**src/rtl/uart_rx_param_if.sv**
```systemverilog
// Receive-side handshake bundle for uart_rx_param: the delivered word, its
// status flags and the consumer's ready.
interface uart_rx_param_if #(
  parameter int DATA_BITS = 8
);
  logic [DATA_BITS-1:0] rx_data;
  logic                 rx_valid;
  logic                 rx_ready;
  logic                 parity_err;
  logic                 frame_err;
  logic                 overrun_err;

  modport master (
    output rx_data, rx_valid, parity_err, frame_err, overrun_err,
    input  rx_ready
  );

  modport slave (
    input  rx_data, rx_valid, parity_err, frame_err, overrun_err,
    output rx_ready
  );
endinterface

```
**src/rtl/uart_rx_param.sv**
```systemverilog
// Parametrised UART receiver: 2-FF rxd synchroniser, start-edge detect,
// internal bit timing, optional parity, 1 or 2 stop bits, and a held
// valid/ready output register with parity/framing/overrun flags.
//
// state   | meaning
// IDLE    | waiting for a falling edge on the synchronised line
// START   | timing to the centre of the start bit to reject glitches
// DATA    | sampling data bits at bit centres, LSB first
// PARITY  | sampling the parity bit and checking it
// STOP    | sampling stop bits; any low sample marks a framing error
// DELIVER | one cycle to hand the frame to the output register
module uart_rx_param #(
  parameter int DATA_BITS   = 8,
  parameter int CLK_DIV     = 434,
  parameter int PARITY_MODE = 0,
  parameter int STOP_BITS   = 1
) (
  input  logic            clk,
  input  logic            reset,
  input  logic            rx_en,
  input  logic            rxd,
  output logic            busy,
  uart_rx_param_if.master rx_if
);

  localparam int CW = $clog2(CLK_DIV);

  typedef enum logic [2:0] {IDLE, START, DATA, PARITY, STOP, DELIVER} state_t;

  state_t               state;
  logic                 rxd_m, rxd_s, rxd_s_q;
  logic [CW-1:0]        baud_cnt;
  logic [3:0]           bit_idx;
  logic [DATA_BITS-1:0] data_sr;
  logic                 p_err, f_err;
  logic                 tick, mid, fall, handshake, deliver;

  assign tick      = (baud_cnt == CW'(CLK_DIV - 1));
  assign mid       = (baud_cnt == CW'(CLK_DIV / 2 - 1));
  assign fall      = rxd_s_q & ~rxd_s;
  assign handshake = rx_if.rx_valid & rx_if.rx_ready;
  assign deliver   = (state == DELIVER) & rx_en;
  assign busy      = (state != IDLE);

  // Synchronise the asynchronous line and keep one delayed copy for edge detect.
  always_ff @(posedge clk or posedge reset) begin
    if (reset) begin
      rxd_m   <= 1'b1;
      rxd_s   <= 1'b1;
      rxd_s_q <= 1'b1;
    end else begin
      rxd_m   <= rxd;
      rxd_s   <= rxd_m;
      rxd_s_q <= rxd_s;
    end
  end

  // Frame sequencer: bit timing, sampling, parity and stop checks.
  always_ff @(posedge clk or posedge reset) begin
    if (reset) begin
      state    <= IDLE;
      baud_cnt <= '0;
      bit_idx  <= '0;
      data_sr  <= '0;
      p_err    <= 1'b0;
      f_err    <= 1'b0;
    end else if (!rx_en) begin
      state    <= IDLE;
      baud_cnt <= '0;
      bit_idx  <= '0;
    end else begin
      baud_cnt <= tick ? '0 : baud_cnt + 1'b1;
      case (state)
        IDLE: begin
          baud_cnt <= '0;
          bit_idx  <= '0;
          p_err    <= 1'b0;
          f_err    <= 1'b0;
          if (fall) state <= START;
        end
        START: begin
          if (mid) begin
            if (rxd_s) begin
              state <= IDLE;
            end else begin
              // restart the bit timer so later ticks land on bit centres
              baud_cnt <= '0;
              state    <= DATA;
            end
          end
        end
        DATA: begin
          if (tick) begin
            data_sr <= {rxd_s, data_sr[DATA_BITS-1:1]};
            if (bit_idx == 4'(DATA_BITS - 1)) begin
              bit_idx <= '0;
              state   <= (PARITY_MODE == 0) ? STOP : PARITY;
            end else begin
              bit_idx <= bit_idx + 1'b1;
            end
          end
        end
        PARITY: begin
          if (tick) begin
            p_err <= (PARITY_MODE == 2) ? ~(^data_sr ^ rxd_s) : (^data_sr ^ rxd_s);
            state <= STOP;
          end
        end
        STOP: begin
          if (tick) begin
            if (!rxd_s) f_err <= 1'b1;
            if (bit_idx == 4'(STOP_BITS - 1)) state <= DELIVER;
            else bit_idx <= bit_idx + 1'b1;
          end
        end
        DELIVER: state <= IDLE;
        default: state <= IDLE;
      endcase
    end
  end

  // Output register: load on delivery, flag overrun when the slot is still
  // occupied, and clear everything except the data word on a handshake.
  always_ff @(posedge clk or posedge reset) begin
    if (reset) begin
      rx_if.rx_data     <= '0;
      rx_if.rx_valid    <= 1'b0;
      rx_if.parity_err  <= 1'b0;
      rx_if.frame_err   <= 1'b0;
      rx_if.overrun_err <= 1'b0;
    end else if (deliver && (!rx_if.rx_valid || handshake)) begin
      rx_if.rx_data     <= data_sr;
      rx_if.rx_valid    <= 1'b1;
      rx_if.parity_err  <= p_err;
      rx_if.frame_err   <= f_err;
      rx_if.overrun_err <= 1'b0;
    end else if (deliver) begin
      rx_if.overrun_err <= 1'b1;
    end else if (handshake) begin
      rx_if.rx_valid    <= 1'b0;
      rx_if.parity_err  <= 1'b0;
      rx_if.frame_err   <= 1'b0;
      rx_if.overrun_err <= 1'b0;
    end
  end

endmodule

```
**src/flat_wrapper.sv**
```systemverilog
// flat-port wrapper written by rule: the top's interface ports become plain ports
module uart_rx_param_flat 
#(
  parameter int DATA_BITS   = 8,
  parameter int CLK_DIV     = 434,
  parameter int PARITY_MODE = 0,
  parameter int STOP_BITS   = 1
)
  (clk, reset, rx_en, rxd, busy, rx_if_rx_data, rx_if_rx_valid, rx_if_parity_err, rx_if_frame_err, rx_if_overrun_err, rx_if_rx_ready);
  uart_rx_param_if #(.DATA_BITS(DATA_BITS)) rx_if_i ();
  input  logic clk;
  input  logic reset;
  input  logic rx_en;
  input  logic rxd;
  output logic busy;
  output wire logic [$bits(rx_if_i.rx_data)-1:0] rx_if_rx_data;
  output wire logic [$bits(rx_if_i.rx_valid)-1:0] rx_if_rx_valid;
  output wire logic [$bits(rx_if_i.parity_err)-1:0] rx_if_parity_err;
  output wire logic [$bits(rx_if_i.frame_err)-1:0] rx_if_frame_err;
  output wire logic [$bits(rx_if_i.overrun_err)-1:0] rx_if_overrun_err;
  input wire logic [$bits(rx_if_i.rx_ready)-1:0] rx_if_rx_ready;
  assign rx_if_rx_data = rx_if_i.rx_data;
  assign rx_if_rx_valid = rx_if_i.rx_valid;
  assign rx_if_parity_err = rx_if_i.parity_err;
  assign rx_if_frame_err = rx_if_i.frame_err;
  assign rx_if_overrun_err = rx_if_i.overrun_err;
  assign rx_if_i.rx_ready = rx_if_rx_ready;
  uart_rx_param #(.DATA_BITS(DATA_BITS), .CLK_DIV(CLK_DIV), .PARITY_MODE(PARITY_MODE), .STOP_BITS(STOP_BITS)) u_core (.clk(clk), .reset(reset), .rx_en(rx_en), .rxd(rxd), .busy(busy), .rx_if(rx_if_i));
endmodule
```
**config.mk**
```make
export PLATFORM = sky130hd
export DESIGN_NAME = uart_rx_param_flat
export DESIGN_NICKNAME = d
export VERILOG_FILES = /design/src/rtl/uart_rx_param_if.sv /design/src/rtl/uart_rx_param.sv /design/src/flat_wrapper.sv
export SDC_FILE = /design/constraint.sdc
export NUM_CORES = 1
export LEC_CHECK = 0
export CORE_MARGIN = 5
export CORE_UTILIZATION = 61
export DETAILED_ROUTE_END_ITERATION = 10
export PLACE_DENSITY = 0.87
export RECOVER_POWER = 100
export SLEW_MARGIN = 15
export SYNTH_ARGS = -nofsm -noshare
export SYNTH_HDL_FRONTEND = slang
export SYNTH_SLANG_ARGS = --single-unit
export TNS_END_PERCENT = 30
```
**constraint.sdc**
```tcl
create_clock -name clk -period 5.3 [get_ports clk]
set_clock_uncertainty 0.05 [all_clocks]
set_input_delay 1.06 -clock clk [delete_from_list [all_inputs] [get_ports clk]]
set_output_delay 1.06 -clock clk [all_outputs]
set_load 0.02 [all_outputs]
```
==> metrics.txt, run 1 <==
post-CTS setup buffers 0; Syn Std Cell Area 2140 um^2; Reg-to-Reg Start u_core.baud_cnt[1]$_DFF_PP0_; H-tree Lvls 2; slew margin rel. -0.425; pwr dens 254 nW/um^2; Root Driver clkbuf_4; max incr delay on CP 1520 ps; WP data arrival 3170 ps; CP Class in2async; worst hold stages 0; Hold Startpoint u_core.rxd_m$_DFF_PP1_; number of global-route vias before repair 1618; Yosys top cell area share 0.444; Chip Height 69.2 um; static leakage 1.07 nW; number of clock sinks 41; outcome finished, violations left; Setup Total Neg Slack 0 ps; routed length on met2 2.09 mm; die extent in x 69.2 um; max_cap viols 1; setup slack after placement 2290 ps; Global Route Usage Sum 0.184; Die ar. 4790 um^2; vias per inst 5.88; post-CTS resize count 0; Cell variety after synth 50; Initial Utilization 0.637; most instantiated cells after synthesis 38 x dfrtp_1, 17 x nor2_1, 16 x mux2_2, 14 x inv_1, 11 x xnor2_1; Peak supply drop 0.165 mV; worst reg2reg path depth 6; area of the core 3360 um^2; gpl congestion 0.808; CP max FO 41; flop2flop setup slack 3180 ps; I/O Pins 18; number of synthesized flops with an enable pin 0; Critical Path End Type asynchronous set/reset pin; TritonCTS buffer count 5; asr flop ratio synth 1.00; Hold/Removal Path Class reg2reg; post-DP HPWL 2.88 mm; CP Launch Type input pin; Max Transition Viols Final 42; fmax 313 MHz; drc violations 0; port bufs 17; endpoints failing setup 0; Reg clk slew, reported paths 110 ps; Overflow after GRT 0; Rows 21; Area growth, synth to finish 10.2%; kind of cell adding the most delay to the critical path buffers and inverters; Starting DRT DRC Count 154; # hold bufs at CTS 0; layout cells sized above 1 0.155; highest routed layer met4; crit-path cells dlygate4sd3_1 -> inv_1 -> clkbuf_1; Post-Syn Instances 187; failing checks max-capacitance violations, max-slew violations; post-synthesis sequential area ratio 0.481; Final Cycle Share 0.602; first-pass GRT wire length 7.22 mm; initial antenna violation count 0; Hold Crit Endpoint u_core.rxd_s$_DFF_PP1_; met3 WL 177 um; top cells by area, synth dfrtp_1 44%, mux2_2 8.4%, xnor2_1 4.5%; worst endpoint required time 5280 ps; CTS tree done; FF-to-FF End u_core.data_sr[6]$_DFFE_PP0P_; hold violation count in the final report 0; Buf/Inv on CP 3; final instance area 2360 um^2; final net count 216; top cell type by total area after synthesis dfrtp_1; Ys Warns 0; placed cell areas 2330 um^2; routed len/inst 15.9 um; Worst-Skew Late Latency 350 ps; post-synthesis register bit count 41; Initial DRT Pass Iterations 4; worst-margin pin slew 2140 ps; Antenna Cells 0; Period minus WS final 3190 ps; average cell area after synthesis 11.4 um^2; most common flop cell mapped by yosys dfrtp_1; final setup margin 2110 ps; most numerous cell in the Yosys netlist dfrtp_1; RSZ-0062 raised after global routing no; largest net degree at the start of global routing 42; syn_nets 197; Slowest cell on crit path clkbuf_1; post-route ant nets 0; CTS max path bufs 2; routed vias 1481; Total Wirelength 4.00 mm; DRT met1 WL 1.64 mm
==> final cells by class <==
cell class / instances / area [um^2]
inverter: 14 / 52.6
multi-input combinational: 126 / 995
fill: 259 / 1000
timing repair buffer: 18 / 174
tap: 46 / 57.6
sequential: 41 / 1030
clock inverter: 1 / 8.76
clock buffer: 6 / 41.3
==> power breakdown <==
group | total, mW | internal (mW) | switching (mW) | leakage [nW]
registers | 0.345 | 0.322 | 0.0228 | 0.561
clock network | 0.149 | 0.0505 | 0.0983 | 0.0283
logic | 0.105 | 0.0453 | 0.0602 | 0.482
==> state kept, by name, indices dropped and copies added, names as in the netlist <==
name,flops
u_core.rx_if.frame_err,1
u_core.rx_if.parity_err,1
u_core.p_err,1
u_core.rxd_s_q,1
u_core.rx_if.rx_valid,1
u_core.baud_cnt,9
u_core.state,3
u_core.f_err,1
u_core.bit_idx,4
u_core.data_sr,8
u_core.rxd_m,1
u_core.rx_if.rx_data,8
u_core.rxd_s,1
u_core.rx_if.overrun_err,1
==> stage by stage <==
stage                     std cells  utilization  power, mW  hold slack (ps)
final                           252        0.701      0.599              322
after global routing            252        0.701      0.631              326
after CTS                       252        0.706      0.610              318
after detailed placement        245        0.692      0.460              301
after global placement          245        0.692      0.453              297
after floorplan                 187            -      0.430              295
==> metal layers <==
layer  vias up  GRT usage
met4         0     0.0824
met1       719      0.214
met2        46      0.316
met3        14     0.0507
met5         -          0
li1        702          -
==> worst reg2reg max path, delay by kind of cell, from the launching register on <==
| family | cells | cell delay, ps |
|---|---|---|
| DFF | 1 | 420 |
| adders and majority gates | 1 | 250 |
| buffers and inverters | 1 | 90 |
| muxes | 1 | 430 |
| and+or+nand+nor | 3 | 790 |
==> cell usage in the layout (no fill, tap or decap), types with 2 or more instances in the layout <==
cell	instances
xnor2_1	11
and3_1	2
mux2i_1	5
clkbuf_4	5
nand4b_1	3
nand4_1	2
dlygate4sd3_1	16
ha_1	5
nand2_1	8
a32oi_1	3
o2111ai_1	2
dfstp_2	2
a21oi_1	5
nor3_1	3
nand3_1	4
o21ai_0	5
o22ai_1	2
nor3b_1	4
nand3b_1	2
mux2_2	16
inv_1	14
nor2_1	18
dfrtp_1	38
clkbuf_1	2
xor2_1	3
==> cells by family after synthesis <==
logic type	Yosys count	synth area share
simple gates	59	0.174
flops	41	0.481
compound gates	26	0.0929
mux	21	0.108
buf+inv	20	0.0479
xor+xnor	15	0.0678
fa+ha+maj	5	0.0292
==> worst max-delay path by stage <==
| stage | cells past startpoint | endpoint | slack, ps | startpoint |
|---|---|---|---|---|
| 2_1_floorplan | 4 | u_core.rx_if.rx_data[0]$_DFFE_PP0P_ | 3130 | rx_en |
| 3_3_place_gp | 4 | u_core.rx_if.rx_data[4]$_DFFE_PP0P_ | 2340 | rx_en |
| 3_5_place_dp | 4 | u_core.rx_if.rx_data[2]$_DFFE_PP0P_ | 2290 | rx_en |
| 4_1_cts | 2 | busy | 2250 | u_core.state[0]$_DFFE_PP0P_ |
| 5_1_grt | 3 | u_core.baud_cnt[5]$_DFF_PP0_ | 1580 | reset |
| 6_report | 3 | u_core.baud_cnt[6]$_DFF_PP0_ | 2110 | reset |
Note: power is estimated with default switching activity, not from simulation.
==> inputs of run 2 (changes only) <==
CORE_UTILIZATION = 52   (was 61)
PLACE_DENSITY = 0.8   (was 0.87)
clock period = 2.8 ns   (was 5.3 ns; I/O delays follow)
==> run 2 against run 1 <==
Effect of this change:
- the flow now finishes without violations
- count of clock-buffer cells in the layout unchanged
- power increased by 130%
- clock power increased to 3.3 times the previous value
- die area increased by 15%
- critical path depth decreased by 1
- non-clock buffer count increased by 3
- sequential power increased by 81%
- first-iteration DRC count decreased by 33%
- core utilization decreased by 8.9 points
- critical path type is now reg2out
==> metrics.txt, run 2 (synthesis results as in run 1) <==
static leakage 1.11 nW (+4.0%); # hold bufs at CTS 0 (unchanged); outcome completed; I/O Pins 18 (unchanged); Root Driver clkbuf_8; Hold/Removal Path Class reg2reg; drc violations 0 (unchanged); TritonCTS buffer count 5 (unchanged); number of clock sinks 41 (unchanged); H-tree Lvls 2 (unchanged); Total Wirelength 3.83 mm (-4.2%); Starting DRT DRC Count 103 (-33%); flop2flop setup slack 750 ps (-2430 ps); CP Launch Type register; port bufs 17 (unchanged); endpoints failing setup 0 (unchanged); CP Class reg2out; Setup Total Neg Slack 0 ps (unchanged); Antenna Cells 0 (unchanged); Critical Path End Type output port; Final Cycle Share 0.913; post-route ant nets 0 (unchanged); Finished Core Util 0.612 (-0.0894); WP data arrival 1950 ps (-1220 ps); CP max FO 15 (-63%); Peak supply drop 0.278 mV (+68%); hold violation count in the final report 0 (unchanged); RSZ-0062 raised after global routing no; max reg flops 9 (unchanged); Area growth, synth to finish 14.3%; Power Total 1.35 mW (+130%); Largest regs u_core.baud_cnt (9), u_core.data_sr (8), u_core.rx_if.rx_data (8); most common cell after layout, fill and taps aside dfrtp_1; post-CTS setup buffers 0 (unchanged); routed len/inst 14.7 um (-7.1%); post-DP HPWL 2.73 mm (-5.2%); number of global-route vias before repair 1489 (-8.0%); first-pass GRT wire length 6.67 mm (-7.6%); Reg clk slew, reported paths 80 ps (-30 ps); Die ar. 5500 um^2 (+15%); FILL cells 324 (+25%); crit path capture busy; Placed Cells 252 (+2.9%); CTS max path bufs 2 (unchanged); gpl congestion 0.784 (-3.0%); area of the core 4000 um^2 (+19%); Initial DRT Pass Iterations 4 (unchanged); Global Route Usage Sum 0.158 (-0.0267); largest net degree at the start of global routing 42 (unchanged); initial antenna violation count 0 (unchanged); Max Transition Viols Final 0 (-100%); worst reg2reg path depth 6 (unchanged); Initial Utilization 0.535 (-0.101); Reg-to-Reg Start u_core.baud_cnt[1]$_DFF_PP0_; Rows 23 (+9.5%); routed vias 1446 (-2.4%); final net count 219 (+1.4%); CTS tree done; most frequent cells in the layout 38 x dfrtp_1, 18 x nor2_1, 16 x mux2_2, 16 x dlygate4sd3_1, 14 x inv_1; non-filler cells, final 260 (+3.2%); pwr dens 553 nW/um^2 (+120%); Chip Height 74.2 um (+7.1%); vias per inst 5.56 (-5.4%); slew margin rel. 0.331 (+0.755); worst endpoint required time 2190 ps (-3090 ps); Worst-Skew Late Latency 300 ps (-50 ps); Most flops, register u_core.baud_cnt; layout cells sized above 1 0.171 (+0.0161); fmax 391 MHz; Period minus WS final 2560 ps; die extent in x 74.2 um (+7.1%); post-CTS resize count 0 (unchanged); max_cap viols 0 (-1); worst-margin pin slew 1000 ps (-1130 ps); worst setup path start u_core.state[1]$_DFFE_PP0P_; Overflow after GRT 0 (unchanged); FF-to-FF End u_core.data_sr[5]$_DFFE_PP0P_
-- run 2: cell types whose count changed in the layout (fill, tap and decap cells not counted), sizes merged --
| cell | before | now |
|---|---|---|
| bufinv | 0 | 1 |
| buf | 0 | 2 |
| clkbuf | 7 | 8 |
| clkinvlp | 0 | 1 |
| clkinv | 1 | 0 |
-- run 2: power breakdown --
part	internal, mW	switching, mW
clock network	0.290	0.209
logic	0.0946	0.135
registers	0.609	0.0171
total	0.994	0.361
-- run 2: critical path: stages, from the launching register on --
cell	delay, ps
dfrtp_1	520
or3_1	450
dlygate4sd3_1	670
-- run 2: worst min path at each step --
stage / start / end / cells past startpoint
2_1_floorplan: u_core.rxd_m$_DFF_PP1_ / u_core.rxd_s$_DFF_PP1_ / 0
3_3_place_gp: u_core.rxd_m$_DFF_PP1_ / u_core.rxd_s$_DFF_PP1_ / 0
3_5_place_dp: u_core.rxd_m$_DFF_PP1_ / u_core.rxd_s$_DFF_PP1_ / 0
4_1_cts: u_core.rxd_m$_DFF_PP1_ / u_core.rxd_s$_DFF_PP1_ / 0
5_1_grt: u_core.rxd_m$_DFF_PP1_ / u_core.rxd_s$_DFF_PP1_ / 0
6_report: u_core.rxd_m$_DFF_PP1_ / u_core.rxd_s$_DFF_PP1_ / 0
-- run 2: area by class of cell --
type | instances | area [um^2] | area share
Tap cell | 50 | 62.6 | 0.0256
Clock inverter | 2 | 37.5 | 0.0153
Multi-Input combinational cell | 126 | 988 | 0.404
Sequential cell | 41 | 1030 | 0.421
Timing Repair Buffer | 21 | 194 | 0.0792
Clock buffer | 6 | 82.6 | 0.0337
Inverter | 14 | 52.6 | 0.0215
-- run 2: routing by layer --
metal,share of wire,up-vias,GRT usage
li1,-,708,-
met4,0.020,0,0.0724
met1,0.48,709,0.202
met2,0.46,22,0.257
met5,0,-,0
met3,0.038,7,0.0324
-- run 2: per-stage QoR --
stage / hold slack, ps / cell area (um^2) / worst slack, ps
2_1_floorplan: 295 / 2140 / 1070
3_3_place_gp: 297 / 2350 / 493
3_5_place_dp: 301 / 2350 / 485
4_1_cts: 313 / 2470 / 320
5_1_grt: 326 / 2450 / 168
6_report: 316 / 2450 / 244
==> inputs of run 3 (changes only) <==
CORE_MARGIN = unset   (was 5)
SLEW_MARGIN = unset   (was 15)
==> run 3 against run 2 <==
Effect of this change:
- sequential power is 4.0% higher
- register-to-register slack worse by 200 ps
- core utilization is 2.7 points higher
- cell area is 0.92% lower
- worst setup slack worse by 44 ps
- first-iteration DRC count is 17% higher
- global-route usage is 5.1 points higher
- critical endpoint unchanged
==> metrics.txt, run 3 (synthesis results as in run 1) <==
port bufs 17 (unchanged); Global Route Usage Sum 0.209 (+0.0511); outcome completed; fmax 385 MHz (-1.7%); RSZ-0062 raised after global routing no; post-CTS setup buffers 0 (unchanged); Most flops, register u_core.baud_cnt; crit-path cells or3_1 -> dlygate4sd3_1; I/O Pins 18 (unchanged); post-DP HPWL 2.79 mm (+2.3%); most frequent cells in the layout 38 x dfrtp_1, 19 x nor2_1, 16 x mux2_2, 16 x dlygate4sd3_1, 14 x inv_1; Overflow after GRT 0 (unchanged); initial antenna violation count 0 (unchanged); worst-margin pin slew 1020 ps (+12.9 ps); H-tree Lvls 2 (unchanged); Period minus WS final 2600 ps (+43.6 ps); most common cell after layout, fill and taps aside dfrtp_1; Root Driver clkbuf_8; endpoints failing setup 0 (unchanged); first-pass GRT wire length 6.72 mm (+0.83%); routed vias 1468 (+1.5%); Hold/Removal Path Class reg2reg; Rows 22 (-4.3%); Power Total 1.35 mW (-0.53%); Setup Total Neg Slack 0 ps (unchanged); routed len/inst 15.5 um (+5.4%); CTS max path bufs 2 (unchanged); # hold bufs at CTS 0 (unchanged); Slowest cell on crit path dlygate4sd3_1; vias per inst 5.71 (+2.7%); Critical Path End Type output port; largest net degree at the start of global routing 42 (unchanged); Area growth, synth to finish 13.3%; hold violation count in the final report 0 (unchanged); static leakage 1.11 nW (-0.42%); Peak supply drop 0.455 mV (+64%); drc violations 0 (unchanged); gpl congestion 0.864 (+10%); CTS tree done; CP Launch Type register; number of clock sinks 41 (unchanged); number of global-route vias before repair 1430 (-4.0%); Worst-Skew Late Latency 300 ps (about the same); Starting DRT DRC Count 121 (+17%); Final Cycle Share 0.929 (+0.0156); Max Transition Viols Final 0 (unchanged); Total Wirelength 4.00 mm (+4.2%); WP data arrival 1990 ps (+40 ps); Chip Height 66.2 um (-11%); worst endpoint required time 2190 ps (about the same); die extent in x 66.2 um (-11%); Initial DRT Pass Iterations 4 (unchanged); Die ar. 4380 um^2 (-20%); post-CTS resize count 0 (unchanged); max_cap viols 0 (unchanged); CP Class reg2out; pwr dens 556 nW/um^2 (+0.40%); post-route ant nets 0 (unchanged); Reg clk slew, reported paths 80 ps (about the same); slew margin rel. 0.322 (-0.00857); max incr delay on CP 670 ps (about the same); Largest regs u_core.baud_cnt (9), u_core.data_sr (8), u_core.rx_if.rx_data (8); Initial Utilization 0.564 (+0.0284); area of the core 3800 um^2 (-5.0%); final net count 218 (-0.46%); CP max FO 15 (unchanged); max reg flops 9 (unchanged); TritonCTS buffer count 5 (unchanged); layout cells sized above 1 0.167 (-0.00396); Antenna Cells 0 (unchanged)
run 3: cell types whose count changed in the layout (fill, tap and decap cells not counted):
| cell | change |
|---|---|
| o221ai_2 | +1 |
| nor2_1 | +1 |
| nand4bb_2 | +1 |
| nand4bb_4 | -1 |
| nor2_4 | -1 |
| buf_4 | -1 |
| o221ai_1 | -1 |
run 3: worst paths after layout:
| path | end | depth (start not counted) | slack, ps | startpoint |
|---|---|---|---|---|
| worst max-delay path | busy | 2 | 200 | u_core.state[0]$_DFFE_PP0P_ |
| worst min-delay path | u_core.rxd_s$_DFF_PP1_ | 0 | 310 | u_core.rxd_m$_DFF_PP1_ |
| worst max register to register | u_core.data_sr[0]$_DFFE_PP0P_ | 6 | 550 | u_core.baud_cnt[1]$_DFF_PP0_ |
| worst min register to register | u_core.rxd_s$_DFF_PP1_ | 0 | 310 | u_core.rxd_m$_DFF_PP1_ |
| max in group asynchronous | u_core.baud_cnt[2]$_DFF_PP0_ | 3 | 1120 | reset |
| min in group asynchronous | u_core.data_sr[3]$_DFFE_PP0P_ | 3 | 960 | reset |
run 3: report_power, final:
group	internal (mW)	switching (mW)	total (mW)
sequential	0.609	0.0421	0.651
combinational	0.0851	0.111	0.196
clock	0.290	0.210	0.500
total	0.984	0.363	1.35
run 3: final cells by class:
cell class / count / area [um^2]
fillers: 292 / 1370
inverters: 14 / 52.6
multi-input cells: 126 / 976
flip-flops and latches: 41 / 1030
well taps: 48 / 60.1
repair buffers: 20 / 186
clock buffers: 6 / 82.6
clock inverters: 2 / 37.5
run 3: per-layer routing:
metal  routed length [um]  part of all wire  global-route usage  up-vias
met1                 1810              0.45               0.258      725
met3                  144             0.036              0.0552        7
met2                 1980              0.50               0.342       30
li1                     -                 -                   -      706
met4                   63             0.016              0.0904        0
met5                    0                 0                   0        -
run 3: stage by stage:
| step | hold WS [ps] | cell area, um^2 | util | setup slack [ps] | cells |
|---|---|---|---|---|---|
| floorplan | 295 | 2140 | - | 1070 | 187 |
| detailed placement | 299 | 2340 | 0.617 | 487 | 249 |
| finish | 315 | 2420 | 0.638 | 200 | 257 |
| CTS | 311 | 2460 | 0.649 | 289 | 257 |
| global route | 319 | 2420 | 0.638 | 133 | 257 |
| global placement | 296 | 2340 | 0.617 | 539 | 249 |
run 3: worst max-delay path: cells and delay by family (launching register included):
family	cells	cell delay (ps)
and+or+nand+nor	1	480
buffers and inverters	1	670
DFF	1	540
==> edit 1, RTL diff (settings of run 3) <==
`CLK_DIV` is set to 434 in 2 places; all go to 217.
--- a/src/rtl/uart_rx_param.sv
+++ b/src/rtl/uart_rx_param.sv
@@ -11,7 +11,7 @@
 // DELIVER | one cycle to hand the frame to the output register
 module uart_rx_param #(
   parameter int DATA_BITS   = 8,
-  parameter int CLK_DIV     = 434,
+  parameter int CLK_DIV     = 217,
   parameter int PARITY_MODE = 0,
   parameter int STOP_BITS   = 1
 ) (
--- a/src/flat_wrapper.sv
+++ b/src/flat_wrapper.sv
@@ -2,7 +2,7 @@
 module uart_rx_param_flat 
 #(
   parameter int DATA_BITS   = 8,
-  parameter int CLK_DIV     = 434,
+  parameter int CLK_DIV     = 217,
   parameter int PARITY_MODE = 0,
   parameter int STOP_BITS   = 1
 )
Formal check against the unedited RTL: same outputs for any inputs over 10 cycles, from zero or initial values and one cycle with reset high; that may be too few to reach the edited logic, so the function may still have changed.
==> edit 1 against run 3 <==
  * Non-clock buffer count decreased by 2
  * Routed wire length decreased by 15%
  * Cell area decreased by 6.7%
  * Synthesized cell count decreased by 7.0%
  * Synthesized area decreased by 7.9%
  * Sequential cell count decreased by 1
  * Power decreased by 1.4%
  * Worst setup slack improved by 0.039 ns
  * Largest cell class unchanged
==> edit 1: results (changes against run 3) <==
* Compound-gate portion of the synthesized area at 0.0800 (was 0.0929)
* Hold slack final at 0.316 ns (was 0.315 ns)
* Period utilization at 0.914 (was 0.929)
* Post-Synth XOR/XNOR Area at 0.0667 (was 0.0678)
* Flop2flop setup slack at 0.65 ns (was 0.55 ns)
* Max-slew headroom at 0.377 (was 0.322)
* Via Count at 1339 (was 1468)
* Met1 Use GR at 0.235 (was 0.258)
* Mux cell area share after synthesis at 0.114 (was 0.108)
* Placement Setup Slack at 0.306 ns (was 0.487 ns)
* Post-synthesis cell type count at 47 (was 50)
* RePlAce Congestion at 0.853 (was 0.864)
* Synth Instances at 174 (was 187)
* Initial DRC Count at 69 (was 121)
* Final Net Count at 204 (was 218)
* Status: finished, final reports clean (unchanged)
* Vias in the first global route at 1356 (was 1430)
* Pleak at 0.00106 uW (was 0.00111 uW)
* Synth top cells by count: dfrtp_1 (37), mux2_2 (15), nor2_1 (14) (was dfrtp_1 (38), nor2_1 (17), mux2_2 (16))
* Peak supply drop at 0.318 mV (was 0.455 mV)
* Synth Area in Adders at 0.0254 (was 0.0292)
* Register bit total from synthesis at 40 (was 41)
* First-pass GRT wire length at 6.04 mm (was 6.72 mm)
* Seq/Total Area, Yosys at 0.510 (was 0.481)
* Largest regs: u_core.baud_cnt: 8 flops, u_core.data_sr: 8 flops, u_core.rx_if.rx_data: 8 flops (was u_core.baud_cnt: 9 flops, u_core.data_sr: 8 flops, u_core.rx_if.rx_data: 8 flops)
* Largest cells by area after synthesis: dfrtp_1 (47%), mux2_2 (8.6%), dfstp_2 (4.0%) (was dfrtp_1 (44%), mux2_2 (8.4%), xnor2_1 (4.5%))
* GR Util met2 at 0.327 (was 0.342)
* Share of cells above drive strength 1 at 0.148 (was 0.167)
* Largest net degree at the start of global routing at 41 (was 42)
* Filler instances at 307 (was 292)
* Metal2 WL at 1.74 mm (was 1.98 mm)
## edit 1: final cells by class
cell class	instances	area share
clock buffer	6	0.0365
clock inverter	2	0.0171
inverter	10	0.0166
multi-input combinational	120	0.382
sequential	40	0.444
tap	48	0.0265
timing repair buffer	18	0.0774
## edit 1: worst paths after layout
check / from / endpoint / cells after the start
hold reg to reg: u_core.rxd_m / u_core.rxd_s / 0
max in group asynchronous: reset / u_core.data_sr[5] / 3
setup / recovery: u_core.state[2] / busy / 3
min in group asynchronous: reset / u_core.baud_cnt[7] / 3
setup reg to reg: u_core.baud_cnt[0] / u_core.state[0] / 6
hold / removal: u_core.rxd_m / u_core.rxd_s / 0
## edit 1: power by group
part | switching, uW | internal [uW] | leakage, uW
clock | 199 | 291 | 0.0000614
combinational | 115 | 81.9 | 0.000451
sequential | 40.8 | 600 | 0.000545
total | 355 | 974 | 0.00106
## edit 1: worst max-delay path: cells and delay by family (launching register included)
kind          cells  cell delay, ns
buf+inv           1            0.67
flops             1            0.51
simple gates      2            0.49
==> edit 2, RTL diff (flow settings as in run 3) <==
Made on the original files. Reset style: synchronous (`reset`), changed in 3 clocked blocks. Comments in the files are not updated.
--- a/src/rtl/uart_rx_param.sv
+++ b/src/rtl/uart_rx_param.sv
@@ -43,7 +43,7 @@
   assign busy      = (state != IDLE);
 
   // Synchronise the asynchronous line and keep one delayed copy for edge detect.
-  always_ff @(posedge clk or posedge reset) begin
+  always_ff @(posedge clk) begin
     if (reset) begin
       rxd_m   <= 1'b1;
       rxd_s   <= 1'b1;
@@ -56,7 +56,7 @@
   end
 
   // Frame sequencer: bit timing, sampling, parity and stop checks.
-  always_ff @(posedge clk or posedge reset) begin
+  always_ff @(posedge clk) begin
     if (reset) begin
       state    <= IDLE;
       baud_cnt <= '0;
@@ -121,7 +121,7 @@
 
   // Output register: load on delivery, flag overrun when the slot is still
   // occupied, and clear everything except the data word on a handshake.
-  always_ff @(posedge clk or posedge reset) begin
+  always_ff @(posedge clk) begin
     if (reset) begin
       rx_if.rx_data     <= '0;
       rx_if.rx_valid    <= 1'b0;
Behaviour: differs if reset is asserted again (counterexample within 4 cycles, from zero or initial values and one cycle with reset high); with reset held inactive, the same outputs for 10 cycles.
==> edit 2 against run 3 <==
  * Sequential share of layout area decreased by 5.4 points
  * Cell area fell by 8.6%
  * Routed wire length fell by 16%
  * Synthesized area fell by 10%
  * Critical path depth unchanged
  * Cell count rose by 7.8%
  * Worst hold slack better by 0.060 ns
  * Sequential cell count is the same
  * Non-clock buffer count unchanged
  * Worst setup slack better by 0.14 ns
  * Critical path type unchanged
Power is not compared: it rests on default switching activity, and its combinational part moved more than twofold at a synthesized area within 25%.
==> edit 2: results (changes against run 3) <==
* Status: finished, final reports clean (unchanged)
* Met1 wire length at 1.66 mm (was 1.81 mm)
* Gr usage total at 0.190 (was 0.209)
* Highest Signal Layer: met4 (unchanged)
* Net Sw Frac at 0.199
* Worst stage delay on the critical path at 0.66 ns
* Min-delay worst type: reg -> reg (unchanged)
* CTS clk-pin slew, worst paths at 0.08 ns (about the same)
* Warnings, synthesis at 0 (unchanged)
* Vias in the first global route at 1323 (was 1430)
* Initial DRC Count at 147 (was 121)
* Final Net Count at 240 (was 218)
* CP max FO at 17 (was 15)
* WL final at 3.36 mm (was 4.00 mm)
* RePlAce Congestion at 0.813 (was 0.864)
* First-pass GRT wire length at 5.90 mm (was 6.72 mm)
* Post-synthesis cell type count at 42 (was 50)
* Synth Instances at 215 (was 187)
* Port bufs at 17 (unchanged)
* Ant. Diodes at 0 (unchanged)
* Metal2 WL at 1.49 mm (was 1.98 mm)
* CP max-delay cell: dlygate4sd3_1 (unchanged)
* Initial antenna violation count at 0 (unchanged)
* Slew Viols, Final at 0 (unchanged)
* Met3 wire len at 145 um (was 144 um)
* Cell Area, Placed at 2120 um2 (was 2340 um2)
* Hpwl dp at 2.35 mm (was 2.79 mm)
* CP Data Arrival Time at 1.85 ns (was 1.99 ns)
* CTS resizes at 0 (unchanged)
* Synth top cells by count: nor2_1 (42), dfxtp_1 (41), mux2i_1 (17) (was dfrtp_1 (38), nor2_1 (17), mux2_2 (16))
* Root buf cell: clkbuf_8 (unchanged)
* Clock Latency Late Sink at approximately 0.29 ns
* CP delay by family, top: buffers and inverters (unchanged)
* Largest net degree at the start of global routing at 26 (was 42)
* Dpl cells at 269 (was 249)
* Main synth FF type: dfxtp_1 (was dfrtp_1)
* Filler instances at 303 (was 292)
* Seq/Total Area, Yosys at 0.427 (was 0.481)
* TritonCTS Buffers at 5 (unchanged)
* Largest cells by area after synthesis: dfxtp_1 (43%), mux2i_1 (8.8%), nor2_1 (8.2%) (was dfrtp_1 (44%), mux2_2 (8.4%), xnor2_1 (4.5%))
* Largest regs: u_core.baud_cnt: 9 flops, u_core.data_sr: 8 flops, u_core.rx_if.rx_data: 8 flops (unchanged)
* Final std cells w/o fill at 277 (was 257)
* Peak supply drop at 0.327 mV
* Max-slew headroom at 0.345 (was 0.322)
* H-tree Lvls at 2 (unchanged)
* Number of post-CTS setup repair buffers at 0 (unchanged)
* Ys async rst share at 0 (was 1.00)
* Clock Tree Buf Depth at 2 (unchanged)
* Syn nets at 225 (was 197)
* Drt pass-1 iters at 4 (unchanged)
* Via Count at 1455 (was 1468)
* Share of cells above drive strength 1 at 0.0606 (was 0.167)
* Pleak at 0.000853 uW
-- edit 2: power groups by stage --
stage / Combinational (uW) / Clock [uW] / Sequential, uW
floorplan: 18.2 / 0 / 599
detailed placement: 28.5 / 0 / 601
CTS: 28.6 / 506 / 587
finish: 26.2 / 493 / 587
global placement: 28.2 / 0 / 601
global route: 29.2 / 525 / 588
-- edit 2: cells by family (layout without fill, tap and decap cells) --
family	Yosys count	count (layout)	share of synthesized area
adders and majority gates	5	5	0.0325
buffers and inverters	20	36	0.0436
DFF	41	41	0.427
and+or+nand+nor	91	91	0.248
xor gates and xnor gates	15	15	0.0683
muxes	17	17	0.0884
AOI/OAI and AO/OA	26	26	0.0923
-- edit 2: final cells by class --
| class | count | area, um2 | area share |
|---|---|---|---|
| multi-input combinational | 154 | 1010 | 0.454 |
| sequential | 41 | 821 | 0.370 |
| timing repair buffer | 20 | 181 | 0.0818 |
| clock buffer | 6 | 82.6 | 0.0372 |
| tap | 46 | 57.6 | 0.0260 |
| clock inverter | 2 | 37.5 | 0.0169 |
| inverter | 8 | 30.0 | 0.0135 |
-- edit 2: worst paths after layout --
check | start | endpoint | slack [ns] | depth (start not counted)
worst min register to register | u_core.rxd_m | u_core.rxd_s | 0.37 | 1
worst min-delay path | u_core.rxd_m | u_core.rxd_s | 0.37 | 1
worst max-delay path | u_core.state[0] | busy | 0.34 | 2
worst max register to register | u_core.baud_cnt[0] | u_core.data_sr[3] | 0.54 | 6
-- edit 2: layer usage --
| metal | up-vias | global-route usage |
|---|---|---|
| met4 | 0 | 0.0843 |
| met3 | 5 | 0.0493 |
| met1 | 657 | 0.243 |
| met2 | 31 | 0.300 |
| li1 | 762 | - |
| met5 | - | 0 |
-- edit 2: per-stage QoR --
stage           util  worst slack, ns  power, uW  hold slack (ns)
6_report       0.644            0.341       1110            0.374
5_1_grt        0.644            0.255       1140            0.405
4_1_cts        0.651            0.445       1120            0.381
3_5_place_dp   0.616            0.634        629            0.369
3_3_place_gp   0.616            0.647        629            0.344
2_1_floorplan      -            0.886        618            0.339
